--- config.mk ---
export PLATFORM = sky130hd
export DESIGN_NAME = tpu_ctrl_flat
export DESIGN_NICKNAME = d
export VERILOG_FILES = /design/src/rtl/tpu_ctrl_if.sv /design/src/rtl/tpu_ctrl.sv /design/src/flat_wrapper.sv
export SDC_FILE = /design/constraint.sdc
export NUM_CORES = 1
export LEC_CHECK = 0
export CAP_MARGIN = 10
export CORE_MARGIN = 2
export CORE_UTILIZATION = 40
export DETAILED_ROUTE_END_ITERATION = 10
export GPL_ROUTABILITY_DRIVEN = 0
export HOLD_SLACK_MARGIN = 0.06
export MAX_ROUTING_LAYER = met4
export PLACE_DENSITY = 0.74
export SYNTH_ARGS = -nofsm -noshare
export SYNTH_HDL_FRONTEND = slang
export SYNTH_SLANG_ARGS = --single-unit
export TNS_END_PERCENT = 100
--- constraint.sdc ---
create_clock -name clk_i -period 2.95 [get_ports clk_i]
set_input_delay 0.59 -clock clk_i [delete_from_list [all_inputs] [get_ports clk_i]]
set_output_delay 0.59 -clock clk_i [all_outputs]
set_load 0.01 [all_outputs]
--- src/rtl/tpu_ctrl_if.sv ---
// Host access bus for tpu_ctrl: one single-cycle access per acc_vld strobe.
interface tpu_ctrl_if #(
    parameter int ADDRW = 16
);
    logic             acc_vld;
    logic             r_w;
    logic [ADDRW-1:0] addr;

    modport master (output acc_vld, output r_w, output addr);
    modport slave  (input  acc_vld, input  r_w, input  addr);
endinterface

--- src/rtl/tpu_ctrl.sv ---
// Host-bus decoder and matrix-multiply run sequencer for the TPU top level.
// Optional macro TPU_CTRL_PERF_EN adds perf_cnt_o / drop_cnt_o counters.
module tpu_ctrl #(
    parameter  int DIM   = 8,
    parameter  int ADDRW = 16,
    localparam int CNTW  = $clog2(3*DIM),
    localparam int RW    = $clog2(DIM)
) (
    input  logic          clk_i,
    input  logic          rst_i,
    tpu_ctrl_if.slave     host,
    output logic          a_wr_en_o,
    output logic [RW-1:0] a_row_o,
    output logic          b_wr_en_o,
    output logic [RW-1:0] b_row_o,
    output logic          c_wr_en_o,
    output logic          c_rd_en_o,
    output logic [RW-1:0] c_row_o,
    output logic          c_half_o,
    output logic          mem_en_o,
    output logic          sys_en_o,
    output logic          busy_o,
    output logic          done_o,
    output logic          err_o
`ifdef TPU_CTRL_PERF_EN
    ,
    output logic [31:0]   perf_cnt_o,
    output logic [15:0]   drop_cnt_o
`endif
);
    typedef enum logic {IDLE, RUN} state_t;

    localparam logic [ADDRW-1:0] A_BASE = ADDRW'(32'h0100);
    localparam logic [ADDRW-1:0] A_LIM  = ADDRW'(32'h0100 + 8*DIM);
    localparam logic [ADDRW-1:0] B_BASE = ADDRW'(32'h0200);
    localparam logic [ADDRW-1:0] B_LIM  = ADDRW'(32'h0200 + 8*DIM);
    localparam logic [ADDRW-1:0] C_BASE = ADDRW'(32'h0300);
    localparam logic [ADDRW-1:0] C_LIM  = ADDRW'(32'h0300 + 16*DIM);
    localparam logic [ADDRW-1:0] S_ADDR = ADDRW'(32'h0400);
    localparam logic [CNTW-1:0]  LAST   = CNTW'(3*DIM-3);

    state_t          state_q, state_d;
    logic [CNTW-1:0] cnt_q, cnt_d;
    logic            a_wr_en_q, a_wr_en_d, b_wr_en_q, b_wr_en_d;
    logic            c_wr_en_q, c_wr_en_d, c_rd_en_q, c_rd_en_d;
    logic [RW-1:0]   a_row_q, a_row_d, b_row_q, b_row_d, c_row_q, c_row_d;
    logic            c_half_q, c_half_d;
    logic            done_q, done_d, err_q, err_d;
    logic            start, drop;
    logic            in_a, in_b, in_c, is_start;

    assign in_a     = (host.addr >= A_BASE) && (host.addr < A_LIM);
    assign in_b     = (host.addr >= B_BASE) && (host.addr < B_LIM);
    assign in_c     = (host.addr >= C_BASE) && (host.addr < C_LIM);
    assign is_start = host.addr[ADDRW-1:3] == S_ADDR[ADDRW-1:3];

    always_comb begin
        state_d   = state_q;
        cnt_d     = cnt_q;
        a_wr_en_d = 1'b0;
        b_wr_en_d = 1'b0;
        c_wr_en_d = 1'b0;
        c_rd_en_d = 1'b0;
        a_row_d   = a_row_q;
        b_row_d   = b_row_q;
        c_row_d   = c_row_q;
        c_half_d  = c_half_q;
        done_d    = 1'b0;
        err_d     = err_q;
        start     = 1'b0;
        drop      = 1'b0;
        case (state_q)
            IDLE: begin
                if (host.acc_vld) begin
                    if (in_a) begin
                        if (host.r_w) begin
                            a_wr_en_d = 1'b1;
                            a_row_d   = RW'((host.addr - A_BASE) >> 3);
                        end else begin
                            err_d = 1'b1;
                        end
                    end else if (in_b) begin
                        if (host.r_w) begin
                            b_wr_en_d = 1'b1;
                            b_row_d   = RW'((host.addr - B_BASE) >> 3);
                        end else begin
                            err_d = 1'b1;
                        end
                    end else if (in_c) begin
                        c_wr_en_d = host.r_w;
                        c_rd_en_d = ~host.r_w;
                        c_row_d   = RW'((host.addr - C_BASE) >> 4);
                        c_half_d  = host.addr[3];
                    end else if (is_start && host.r_w) begin
                        start   = 1'b1;
                        state_d = RUN;
                        cnt_d   = '0;
                        err_d   = 1'b0;
                    end else begin
                        err_d = 1'b1;
                    end
                end
            end
            RUN: begin
                // Every access during a run is dropped, including a repeated start.
                if (host.acc_vld) begin
                    err_d = 1'b1;
                    drop  = 1'b1;
                end
                if (cnt_q == LAST) begin
                    state_d = IDLE;
                    cnt_d   = '0;
                    done_d  = 1'b1;
                end else begin
                    cnt_d = cnt_q + 1'b1;
                end
            end
            default: state_d = IDLE;
        endcase
    end

    always_ff @(posedge clk_i) begin
        if (rst_i) begin
            state_q   <= IDLE;
            cnt_q     <= '0;
            a_wr_en_q <= 1'b0;
            b_wr_en_q <= 1'b0;
            c_wr_en_q <= 1'b0;
            c_rd_en_q <= 1'b0;
            a_row_q   <= '0;
            b_row_q   <= '0;
            c_row_q   <= '0;
            c_half_q  <= 1'b0;
            done_q    <= 1'b0;
            err_q     <= 1'b0;
        end else begin
            state_q   <= state_d;
            cnt_q     <= cnt_d;
            a_wr_en_q <= a_wr_en_d;
            b_wr_en_q <= b_wr_en_d;
            c_wr_en_q <= c_wr_en_d;
            c_rd_en_q <= c_rd_en_d;
            a_row_q   <= a_row_d;
            b_row_q   <= b_row_d;
            c_row_q   <= c_row_d;
            c_half_q  <= c_half_d;
            done_q    <= done_d;
            err_q     <= err_d;
        end
    end

    assign a_wr_en_o = a_wr_en_q;
    assign a_row_o   = a_row_q;
    assign b_wr_en_o = b_wr_en_q;
    assign b_row_o   = b_row_q;
    assign c_wr_en_o = c_wr_en_q;
    assign c_rd_en_o = c_rd_en_q;
    assign c_row_o   = c_row_q;
    assign c_half_o  = c_half_q;
    assign busy_o    = (state_q == RUN);
    assign mem_en_o  = (state_q == RUN);
    assign sys_en_o  = (state_q == RUN);
    assign done_o    = done_q;
    assign err_o     = err_q;

`ifdef TPU_CTRL_PERF_EN
    logic [31:0] perf_q;
    logic [15:0] drop_q;

    always_ff @(posedge clk_i) begin
        if (rst_i) begin
            perf_q <= '0;
            drop_q <= '0;
        end else begin
            if (start)
                perf_q <= '0;
            else if (state_q == RUN && perf_q != '1)
                perf_q <= perf_q + 1'b1;
            if (drop && drop_q != '1)
                drop_q <= drop_q + 1'b1;
        end
    end

    assign perf_cnt_o = perf_q;
    assign drop_cnt_o = drop_q;
`endif
endmodule

--- src/flat_wrapper.sv ---
// flat-port wrapper written by rule: the top's interface ports become plain ports
module tpu_ctrl_flat 
#(
    parameter  int DIM   = 8,
    parameter  int ADDRW = 16,
    localparam int CNTW  = $clog2(3*DIM),
    localparam int RW    = $clog2(DIM)
)
  (clk_i, rst_i, a_wr_en_o, a_row_o, b_wr_en_o, b_row_o, c_wr_en_o, c_rd_en_o, c_row_o, c_half_o, mem_en_o, sys_en_o, busy_o, done_o, err_o, host_acc_vld, host_r_w, host_addr);
  tpu_ctrl_if #(.ADDRW(ADDRW)) host_i ();
  input  logic clk_i;
  input  logic rst_i;
  output logic a_wr_en_o;
  output logic [RW-1:0] a_row_o;
  output logic b_wr_en_o;
  output logic [RW-1:0] b_row_o;
  output logic c_wr_en_o;
  output logic c_rd_en_o;
  output logic [RW-1:0] c_row_o;
  output logic c_half_o;
  output logic mem_en_o;
  output logic sys_en_o;
  output logic busy_o;
  output logic done_o;
  output logic err_o;
  input wire logic [$bits(host_i.acc_vld)-1:0] host_acc_vld;
  input wire logic [$bits(host_i.r_w)-1:0] host_r_w;
  input wire logic [$bits(host_i.addr)-1:0] host_addr;
  assign host_i.acc_vld = host_acc_vld;
  assign host_i.r_w = host_r_w;
  assign host_i.addr = host_addr;
  tpu_ctrl #(.DIM(DIM), .ADDRW(ADDRW)) u_core (.clk_i(clk_i), .rst_i(rst_i), .host(host_i), .a_wr_en_o(a_wr_en_o), .a_row_o(a_row_o), .b_wr_en_o(b_wr_en_o), .b_row_o(b_row_o), .c_wr_en_o(c_wr_en_o), .c_rd_en_o(c_rd_en_o), .c_row_o(c_row_o), .c_half_o(c_half_o), .mem_en_o(mem_en_o), .sys_en_o(sys_en_o), .busy_o(busy_o), .done_o(done_o), .err_o(err_o));
endmodule
---- Word level (Yosys, flattened, before mapping) ----
Index checks and enable logic that the tools add are counted.
storage, ports and cells
  flip-flop bits (word level) ............. 22
  bits in latches ......................... 0
  memory bits (writable) .................. 0
  ROM bits ................................ 0
  word-level logic and storage cells ...... 74
  memories kept ........................... 0
operators by class
  add/subtract/negate cells ............... 4
  multipliers ............................. 0
  divide/modulo/power cells ............... 0
  $lt $le $gt $ge ......................... 6
  equal/unequal tests ..................... 9
  shift operators ......................... 0
  muxes and demuxes ....................... 24
  bitwise operators ....................... 6
  reductions and logical operators ........ 13
operator list
  operator              count
  $ge 16x10->1 const B  2
  $lt 16x10->1 const B  2
  $mux 5                6
  $ge 16x9->1 const B   1
  $lt 16x9->1 const B   1
  $mux 1                15
  $reduce_and 5->1      3
  $eq 13x8->1 const B   1
  $sub 6x1->6 const B   2
  $ne 2x2->1 const B    5
  $pmux 5 s2            1
  $sub 7x1->7 const B   1
  $not 1->1             6
  $reduce_or 6->1       1
  $add 5x1->5 const B   1
  $eq 5x5->1 const B    1
  $reduce_or 5->1       1
  $logic_and 1x1->1     4
  $ne 4x2->1 const B    1
  $pmux 1 s2            2
  $reduce_and 4->1      1
  $reduce_or 4->1       1
  $reduce_and 3->1      1
  $ne 2x1->1 const B    1
  $reduce_or 2->1       1

---- Depth between registers and ports, before layout ----
Gate-level depths: netlist of run 1.
  depth after elaboration ................. 8
  mapped depth ............................ 6
  mapped depth without buffers ............ 6

---- Least setup slack after synthesis of run 1 ----
No wires, ideal clock.
  path kind ............................... in2reg
  start point ............................. input rst_i
  end point ............................... register u_core.cnt_q[3]
  library setup time ...................... 0.082 ns
  arrival time ............................ 1.481 ns
  data required time ...................... 2.868 ns
  slack ................................... 1.387 ns
  cell stages on the path ................. 5
  cell sequence ........................... buf_2 nand2b_4 nand2b_1 or3_1 o221ai_1
RTL lines
  element                 line                text
  start: declaration      flat_wrapper.sv:12  input logic rst_i;
  end signal: assignment  tpu_ctrl.sv:138     cnt_q <= cnt_d;
  end: declaration        tpu_ctrl.sv:43      logic [CNTW-1:0] cnt_q, cnt_d;

---- Worst setup path in the final report of run 1 ----
  start point ............................. register u_core.state_q, in the netlist u_core.busy_o
  end point ............................... output mem_en_o
RTL lines
  element                   line                text
  start: declaration        tpu_ctrl.sv:42      state_t state_q, state_d;
  start signal: assignment  tpu_ctrl.sv:137     state_q <= state_d;
  end: declaration          flat_wrapper.sv:21  output logic mem_en_o;
No word-level cell between the ends.

==> flow_metrics.tcl, run 1 <==
set metrics [dict create \
    status "finished, final reports clean" \
    worst_setup_path_end_kind "output port" \
    io_buffers 35 \
    final_max_slew_viol_count 0 \
    critPathMaxStageDelay_ns 0.61 \
    syn2layout_area_growth_pct 41.1 \
    grt_max_degree 19 \
    worstHoldPathType "register to register" \
    cts-resized-gates 0 \
    critical_path_class "register to output port" \
    grt_pass1_wl_um 3660 \
    yosysMostFrequentCell "dfxtp_1" \
    grt_pass1_vias 878 \
    tns_ns 0 \
    antenna_found_initial 0 \
    synth_edf_count 0 \
    synth_xor_area_share_pct 0.883 \
    cts_buffer_depth 2 \
    gr-total-overflow 0 \
    slew_headroom_pct 67.3 \
    totalWireLength_um 2240 \
    synth_warnings 0 \
    syn_area_um2 992 \
    synth_flop_cell "dfxtp_1" \
    clock-root-buffer "clkbuf_4" \
    gr-max-usage-layer "met2" \
    cts_tree "yes" \
    hpwl_um 1770 \
    numCtsBuffers 3 \
    total_power_mw 0.514 \
    syn_inst 104 \
    cp_slowest_cell "clkdlybuf4s50_1" \
    muxShareOfSynthArea_pct 11.1 \
    synth-simple-area-share_pct 29.6 \
    dieArea_um2 2890 \
    synth_top_area_share_pct 44.4 \
    fin_nets 163 \
    crit_fanout 7 \
    final-setup-viol-count 0 \
    die_y_um 53.8 \
    rsz0062_at_grt "false" \
    ir_drop_v 0.000451 \
    period_needed_ns 2.03 \
    yosysSeqAreaShare_pct 44.4 \
    rows 18 \
    ys_types 33 \
    dr_total_vias 890 \
    ys_ff_latch 22 \
    ys_top_cells_by_area "dfxtp_1 44%, mux2i_1 11%, nor2_1 7.2%, and4bb_2 2.5%, ha_1 2.5%" \
    post_cts_buffers 0 \
    tightestPinTransition_ns 0.483 \
    skew_ns 0.00211 \
    initial_core_util_pct 41.2 \
    power_density_nw_per_um2 367 \
    worstSetupStartpointType "register" \
    grtUsageMet3_pct 6.67 \
    power_leakage_nw 0.553 \
    synth_compound_area_share_pct 7.19 \
    async_flop_share_pct 0 \
    met1_usage_pct 20.7 \
    dr.pass1.iters 6 \
    path_cells "clkdlybuf4s50_1" \
    clkTransAtPathRegs_ns 0.12 \
    maxCapViolCount 0 \
    drt_iter0_drc 10 \
    yosys.area_share.adder_pct 2.52 \
    ant_nets 0 \
    synth_area_per_cell_um2 9.54 \
    arrival_ns 1.44 \
    clock-sinks 22 \
    crit_family "buffers and inverters" \
    fmax_ghz 0.492 \
    worstSkewPairLatency_ns 0.30 \
    dieWidth_um 53.8 \
    synth_top_family_by_area "simple AND/OR/NAND/NOR gates" \
    synth_common_cells "22 x dfxtp_1, 19 x nor2_1, 11 x mux2i_1" \
    fin_crit_sh_pct 68.9 \
    drive_above_1_share_pct 8.57 \
    wl_per_cell_um 13.2 \
    htree_num_levels 1 \
    core_um2 2410 \
    route.detailed.drc 0 \
    synth_nets 126 \
    synth_top_cell_by_area "dfxtp_1" \
    num_antenna_cells 0 \
    avgViaCountPerCell 5.24 \
    critPathBufInv 1 \
    grt_use_met2_pct 30.1 \
    grtUsageTotal_pct 17.8 \
    num_io_pins 39 \
    final_hold_viol_count 0 \
    cts.hold.buffers_added 0 \
    required_ns 2.36 \
]
-- placed cells by master (no fill, tap or decap), types with 2 or more instances in the layout --
cell type        instances
o21ai_0                  2
nor3_1                   4
clkbuf_4                 3
inv_1                    5
nand4_1                  2
mux2i_1                 11
nand3_1                  5
a31oi_1                  2
nor2_1                  19
nand2_1                  3
nand4b_1                 2
ha_1                     2
and4bb_2                 2
dfxtp_1                 22
nor3b_1                  3
clkdlybuf4s50_1         35
-- cells by family (layout without fill, tap and decap cells) --
| logic type | count (synthesis) | count (layout) |
|---|---|---|
| and+or+nand+nor | 49 | 49 |
| DFF | 22 | 22 |
| muxes | 11 | 11 |
| AOI/OAI and AO/OA | 10 | 10 |
| buffers and inverters | 9 | 45 |
| adders and majority gates | 2 | 2 |
| xor gates and xnor gates | 1 | 1 |
-- metrics by stage --
stage	utilization [%]	std cells	instance area, um2	setup slack [ns]	hold WS (ns)
2_1_floorplan	-	104	992	1.39	0.469
3_3_place_gp	56.6	166	1360	0.640	0.480
3_5_place_dp	56.6	166	1360	0.635	0.489
4_1_cts	58.1	170	1400	0.894	0.519
5_1_grt	58.1	170	1400	0.764	0.549
6_report	58.1	170	1400	0.917	0.509
-- final cells by class --
type                    instances  area (um2)
clock buffers                   4        36.3
flip-flops and latches         22         440
fillers                       228        1010
inverters                       5        18.8
multi-input cells              73         509
well taps                      30        37.5
repair buffers                 36         358
-- registers in the layout (all words and copies together), names as in the netlist --
register,count
u_core.a_row_o,3
u_core.a_wr_en_o,1
u_core.b_row_o,3
u_core.b_wr_en_o,1
u_core.busy_o,1
u_core.c_half_o,1
u_core.c_rd_en_o,1
u_core.c_row_o,3
u_core.c_wr_en_o,1
u_core.cnt_q,5
u_core.done_o,1
u_core.err_o,1
-- worst paths after layout --
check	depth (start not counted)	slack, ns	from	endpoint
hold / removal	2	0.51	u_core.c_row_o[2]$_SDFFE_PP0P_	u_core.c_row_o[2]$_SDFFE_PP0P_
hold reg to reg	2	0.51	u_core.c_row_o[2]$_SDFFE_PP0P_	u_core.c_row_o[2]$_SDFFE_PP0P_
setup / recovery	1	0.92	u_core.busy_o$_SDFF_PP0_	mem_en_o
setup reg to reg	4	1.44	u_core.busy_o$_SDFF_PP0_	u_core.c_half_o$_SDFFE_PP0P_
-- per-layer routing --
metal	vias to the layer above	part of all wire [%]
li1	443	-
met5	-	0
met2	37	49
met3	2	7.3
met4	0	0.36
met1	408	43
-- power by group --
part | internal, mW | total (mW) | switching (mW)
Clock | 0.0754 | 0.163 | 0.0875
Combinational | 0.0298 | 0.0524 | 0.0227
Sequential | 0.298 | 0.299 | 0.00113
Total | 0.403 | 0.514 | 0.111
(Power assumes the default switching activity.)
==> run 2: changes to the inputs <==
--- a/config.mk
+++ b/config.mk
@@ -7,7 +7,7 @@
 export LEC_CHECK = 0
 export CAP_MARGIN = 10
 export CORE_MARGIN = 2
-export CORE_UTILIZATION = 40
+export CORE_UTILIZATION = 38
 export DETAILED_ROUTE_END_ITERATION = 10
 export GPL_ROUTABILITY_DRIVEN = 0
 export HOLD_SLACK_MARGIN = 0.06
==> constraint.sdc (replaced) <==
create_clock -name clk_i -period 1.67 [get_ports clk_i]
set_input_delay 0.334 -clock clk_i [delete_from_list [all_inputs] [get_ports clk_i]]
set_output_delay 0.334 -clock clk_i [all_outputs]
set_load 0.01 [all_outputs]
==> run 2 against run 1 <==
  * Via count increased by 6.0%
  * Clock power grew 50%
  * Hold slack about the same
  * Clock-buffer cell count decreased by 1
  * Sequential share of layout area fell by 2.5 points
  * Flip-flop and latch count is the same
==> flow_metrics.tcl, run 2 (synthesis gave the netlist of run 1 again) <==
set metrics [dict create \
    crit_fanout 5 \
    multiInputGateArea_um2 515 \
    tns_ns 0 \
    grtUsageTotal_pct 18.8 \
    die_y_um 55.1 \
    rsz0062_at_grt "true" \
    fin_cells 187 \
    skew_ns 0.00316 \
    hpwl_um 1960 \
    stdcell_area_um2 1530 \
    timing.final.ws_setup_ns 0.0514 \
    drive_above_1_share_pct 20.4 \
    critPathMaxStageDelay_ns 0.44 \
    cts_buffer_depth 2 \
    pwr-share-comb_pct 13.4 \
    post_cts_buffers 0 \
    syn2layout_area_growth_pct 54.2 \
    largest_register_ffs 5 \
    fin_crit_sh_pct 96.9 \
    top_layer_used "met4" \
    fillers 226 \
    rows 18 \
    fmax_ghz 0.618 \
    clkPwrFrac_pct 27.3 \
    p_int_mw 0.683 \
    register_area_um2 443 \
    drt_iter0_drc 8 \
    dieArea_um2 3040 \
    num_io_pins 39 \
    clock-sinks 22 \
    cp_slowest_cell "clkdlybuf4s50_1" \
    slew_headroom_pct 77.0 \
    antenna_found_initial 0 \
    power_leakage_nw 0.638 \
    gr-total-overflow 0 \
    num_antenna_cells 0 \
    dieWidth_um 55.1 \
    worstHoldPathType "register to register" \
    max_flop_register "u_core.cnt_q" \
    dr.pass1.iters 4 \
    avgViaCountPerCell 5.04 \
    placed_cell_area_um2 1500 \
    ant_nets 0 \
    power_density_nw_per_um2 583 \
    seq_power_share_pct 59.3 \
    final_cell_mix "35 x clkdlybuf4s50_1, 20 x dfxtp_1, 19 x nor2_1, 19 x buf_4, 11 x mux2i_1" \
    totalWireLength_um 2520 \
    required_ns 1.87 \
    crit_family "buffers and inverters" \
    status "finished, final reports clean" \
    ir_drop_v 0.000471 \
    grt_max_degree 18 \
    switching_share_pct 23.4 \
    core_um2 2480 \
    grt_pass1_wl_um 3920 \
    arrival_ns 1.82 \
    total_power_mw 0.892 \
    fin_nets 181 \
    final_hold_viol_count 0 \
    wl_met2_um 1260 \
    grt_pass1_vias 929 \
    layout_commonest_cell "clkdlybuf4s50_1" \
    numCtsBuffers 3 \
    drt-met1-wl_um 1090 \
    critPathBufInv 2 \
    dr_total_vias 943 \
    period_needed_ns 1.62 \
    maxCapViolCount 0 \
    final-setup-viol-count 0 \
    cts_tree "yes" \
    p_sw_mw 0.209 \
    io_buffers 35 \
    htree_num_levels 1 \
    path_cells "clkdlybuf4s50_1, nor4b_2, buf_4, nand4b_1, o21ai_2, o221ai_1" \
    place_ws_ns -0.301 \
    clkTransAtPathRegs_ns 0.12 \
    final_max_slew_viol_count 0 \
    route.detailed.drc 0 \
    post-place-cells 184 \
    clock-root-buffer "clkbuf_4" \
    initial_core_util_pct 40.1 \
    worstSetupStartpointType "input pin" \
    dr_wl_met3_um 148 \
    critical_path_class "input pin to register" \
    cts.hold.buffers_added 0 \
    tightestPinTransition_ns 0.343 \
    worst_setup_path_end_kind "register" \
    wl_per_cell_um 13.4 \
    worstSkewPairLatency_ns 0.30 \
]
run 2: cell types whose count changed in the layout (fill, tap and decap cells not counted):
cell,before,now
clkbuf_8,1,0
buf_4,1,19
dfxtp_2,0,2
nor4b_2,0,1
nor4b_1,1,0
dfxtp_1,22,20
run 2: power groups by stage:
stage               Combinational (mW)  Sequential, mW  Clock, mW
detailed placement               0.117           0.540          0
global placement                 0.114           0.540          0
floorplan                       0.0304           0.541          0
CTS                              0.118           0.529      0.250
global route                     0.128           0.530      0.276
finish                           0.120           0.529      0.244
run 2: worst register-to-register path, cell delays in order, from the launching register on:
cell and delay (ns):
dfxtp_2 0.38, nor4_4 0.39, nand4_1 0.30, mux2i_1 0.22, nor2_1 0.06
run 2: layout make-up:
type | instances | share of cell area, %
Clock buffer | 3 | 1.47
Inverter | 5 | 1.23
Multi-Input combinational cell | 73 | 33.7
Sequential cell | 22 | 28.9
Tap cell | 30 | 2.45
Timing Repair Buffer | 54 | 32.2
run 2: what timing repair did:
action,in CTS,in global routing
pin swaps,0,2
gates cloned,0,0
setup endpoints to repair,3,10
gates resized for setup,1,2
run 2: final timing paths:
check | from | end | slack (ns) | depth (start not counted)
min | u_core.c_row_o[2]$_SDFFE_PP0P_ | u_core.c_row_o[2]$_SDFFE_PP0P_ | 0.51 | 2
max | host_addr[4] | u_core.cnt_q[3]$_SDFFE_PP0P_ | 0.05 | 6
min reg2reg | u_core.c_row_o[2]$_SDFFE_PP0P_ | u_core.c_row_o[2]$_SDFFE_PP0P_ | 0.51 | 2
max reg2reg | u_core.busy_o$_SDFF_PP0_ | u_core.a_row_o[2]$_SDFFE_PP0P_ | 0.23 | 4
run 2: stage by stage:
stage | utilization [%] | hold slack [ns]
CTS | 61.5 | 0.516
global placement | 60.5 | 0.481
finish | 61.8 | 0.509
global route | 61.8 | 0.556
detailed placement | 60.5 | 0.488
floorplan | - | 0.413
run 2: metal layers:
layer / vias up / track usage, %
met5: - / -
met4: 0 / 6.50
met3: 4 / 4.57
met2: 28 / 33.1
met1: 430 / 20.6
li1: 481 / -
==> variant, RTL diff (config.mk and constraints of run 2) <==
`DIM` is set to 8 in 2 places; all go to 16.
--- a/src/rtl/tpu_ctrl.sv
+++ b/src/rtl/tpu_ctrl.sv
@@ -1,7 +1,7 @@
 // Host-bus decoder and matrix-multiply run sequencer for the TPU top level.
 // Optional macro TPU_CTRL_PERF_EN adds perf_cnt_o / drop_cnt_o counters.
 module tpu_ctrl #(
-    parameter  int DIM   = 8,
+    parameter  int DIM   = 16,
     parameter  int ADDRW = 16,
     localparam int CNTW  = $clog2(3*DIM),
     localparam int RW    = $clog2(DIM)
--- a/src/flat_wrapper.sv
+++ b/src/flat_wrapper.sv
@@ -1,7 +1,7 @@
 // flat-port wrapper written by rule: the top's interface ports become plain ports
 module tpu_ctrl_flat 
 #(
-    parameter  int DIM   = 8,
+    parameter  int DIM   = 16,
     parameter  int ADDRW = 16,
     localparam int CNTW  = $clog2(3*DIM),
     localparam int RW    = $clog2(DIM)
Interface: changed (resized a_row_o, b_row_o and c_row_o); port bits go from 39 to 42. The function was not compared with the original's and may differ.
==> variant against run 2 <==
Clock skew fell by 0.00086 ns; fmax barely moved; total power rose by 18%; synthesized cell count rose by 5.8%; sequential cell count rose by 4; critical path depth fell by 5; area after synthesis rose by 11%; routed wire length rose by 12%; first-iteration DRC count rose to 3.6 times the old value; non-clock buffer count rose by 7; final area rose by 13%; setup slack got worse by 0.0015 ns; highest routed layer unchanged.
==> variant: results (changes against run 2) <==
clock_network:
  clock_latency_ns: 0.32  # was 0.30 ns
  cts_buffers: 3  # unchanged
  path_clk_slew_ns: 0.14  # was 0.12 ns
setup_path:
  reg2reg_from: "u_core.cnt_q[1]"  # was u_core.busy_o
  cp_max_fo: 8  # was 5
  regToRegSetupSlack_ns: 0.08  # was 0.23 ns
  endpoint: "mem_en_o"  # was u_core.cnt_q[3]
  reg2reg_depth: 5  # was 4
  cp_data_arrival_time_ns: 1.29  # was 1.82 ns
  reg2reg_to: "u_core.cnt_q[5]"  # was u_core.a_row_o[2]
  cp_slowest_stage_delay_ns: 0.55  # was 0.44 ns
  worstSetupStartpoint: "u_core.busy_o"  # was host_addr[4]
route:
  drt_iter0_markers: 29  # was 8
  routed_wl_um: 2810  # was 2520 um
  vias_per_cell: 5.11  # was 5.04
grt:
  grt_util_met1: 0.212  # was 0.206
  grt_pass1_wl_um: 4710  # was 3920 um
  grt_use_met2: 0.341  # was 0.331
  grt_max_degree: 22  # was 18
  grt.met3_usage: 0.0246  # was 0.0457
  grt_pass1_vias: 1037  # was 929
sta:
  worst_slew_pin_slew_ns: 0.319  # was 0.343 ns
  timing.hold.ws_ns: 0.483  # was 0.509 ns
  timing.final.crit_period_ns: 1.62  # about the same
  skew_ns: 0.00230  # was 0.00316 ns
place:
  numPlacedInstances: 198  # was 184
  dpl_cell_area_sq_um: 1680  # was 1500 sq um
  io_buffers: 38  # was 35
  hpwl_um: 2290  # was 1960 um
  place_ws_ns: -0.267  # was -0.301 ns
worst_hold_path:
  hold_start: "u_core.cnt_q[4]"  # was u_core.c_row_o[2]
  hold-path-endpoint: "u_core.cnt_q[4]"  # was u_core.c_row_o[2]
  whs_path_depth: 1  # was 2
finish:
  drive_gt1_frac: 0.199  # was 0.204
  fill_cells: 222  # was 226
  largest_reg_flops: 6  # was 5
  regArea_sq_um: 526  # was 443 sq um
  num-nets-final: 194  # was 181
pwr:
  peakVddDrop_v: 0.000479  # was 0.000471 V
  leakage_nw: 0.761  # was 0.638 nW
  p_per_area_nw_per_um2: 610  # was 583 nW/um^2
  p_comb_frac: 0.106  # was 0.134
  p_clk_frac: 0.302  # was 0.273
  swShare: 0.216  # was 0.234
synth:
  synthMuxAreaShare: 0.118  # was 0.111
  synthAdderAreaFrac: 0.0226  # was 0.0252
  yosys_warnings: 0  # unchanged
  syn_inst: 110  # was 104
  ys_seq_area_frac: 0.471  # was 0.444
  synth_compound_area_frac: 0.0894  # was 0.0719
  syn_nets: 132  # was 126
outcome:
  status: "finished clean"  # unchanged
variant: cell types whose count changed after synthesis, moves of 2 or more:
cell and delta:
o2bb2ai_1 +4, and4bb_2 -2, and2_1 +3, dfxtp_1 +4
nor3_1 -2, o31ai_1 +2, a31oi_1 -2, inv_1 -3
mux2i_1 +2
variant: layer usage:
| layer | wire length, um | vias to the layer above | part of all wire |
|---|---|---|---|
| met2 | 1500 | 23 | 0.53 |
| li1 | - | 518 | - |
| met4 | 16 | 0 | 0.0057 |
| met3 | 120 | 2 | 0.043 |
| met5 | 0 | - | 0 |
| met1 | 1170 | 489 | 0.42 |
variant: repair_timing:
item                                    in CTS  in global routing
endpoints found under the setup margin       3                  3
gates cloned                                 0                  0
gates resized for setup                      2                  3
variant: cell type report:
| class | count | area share |
|---|---|---|
| flip-flops and latches | 26 | 0.305 |
| repair buffers | 61 | 0.322 |
| clock buffers | 4 | 0.0210 |
| inverters | 2 | 0.00435 |
| multi-input cells | 78 | 0.326 |
| well taps | 31 | 0.0225 |
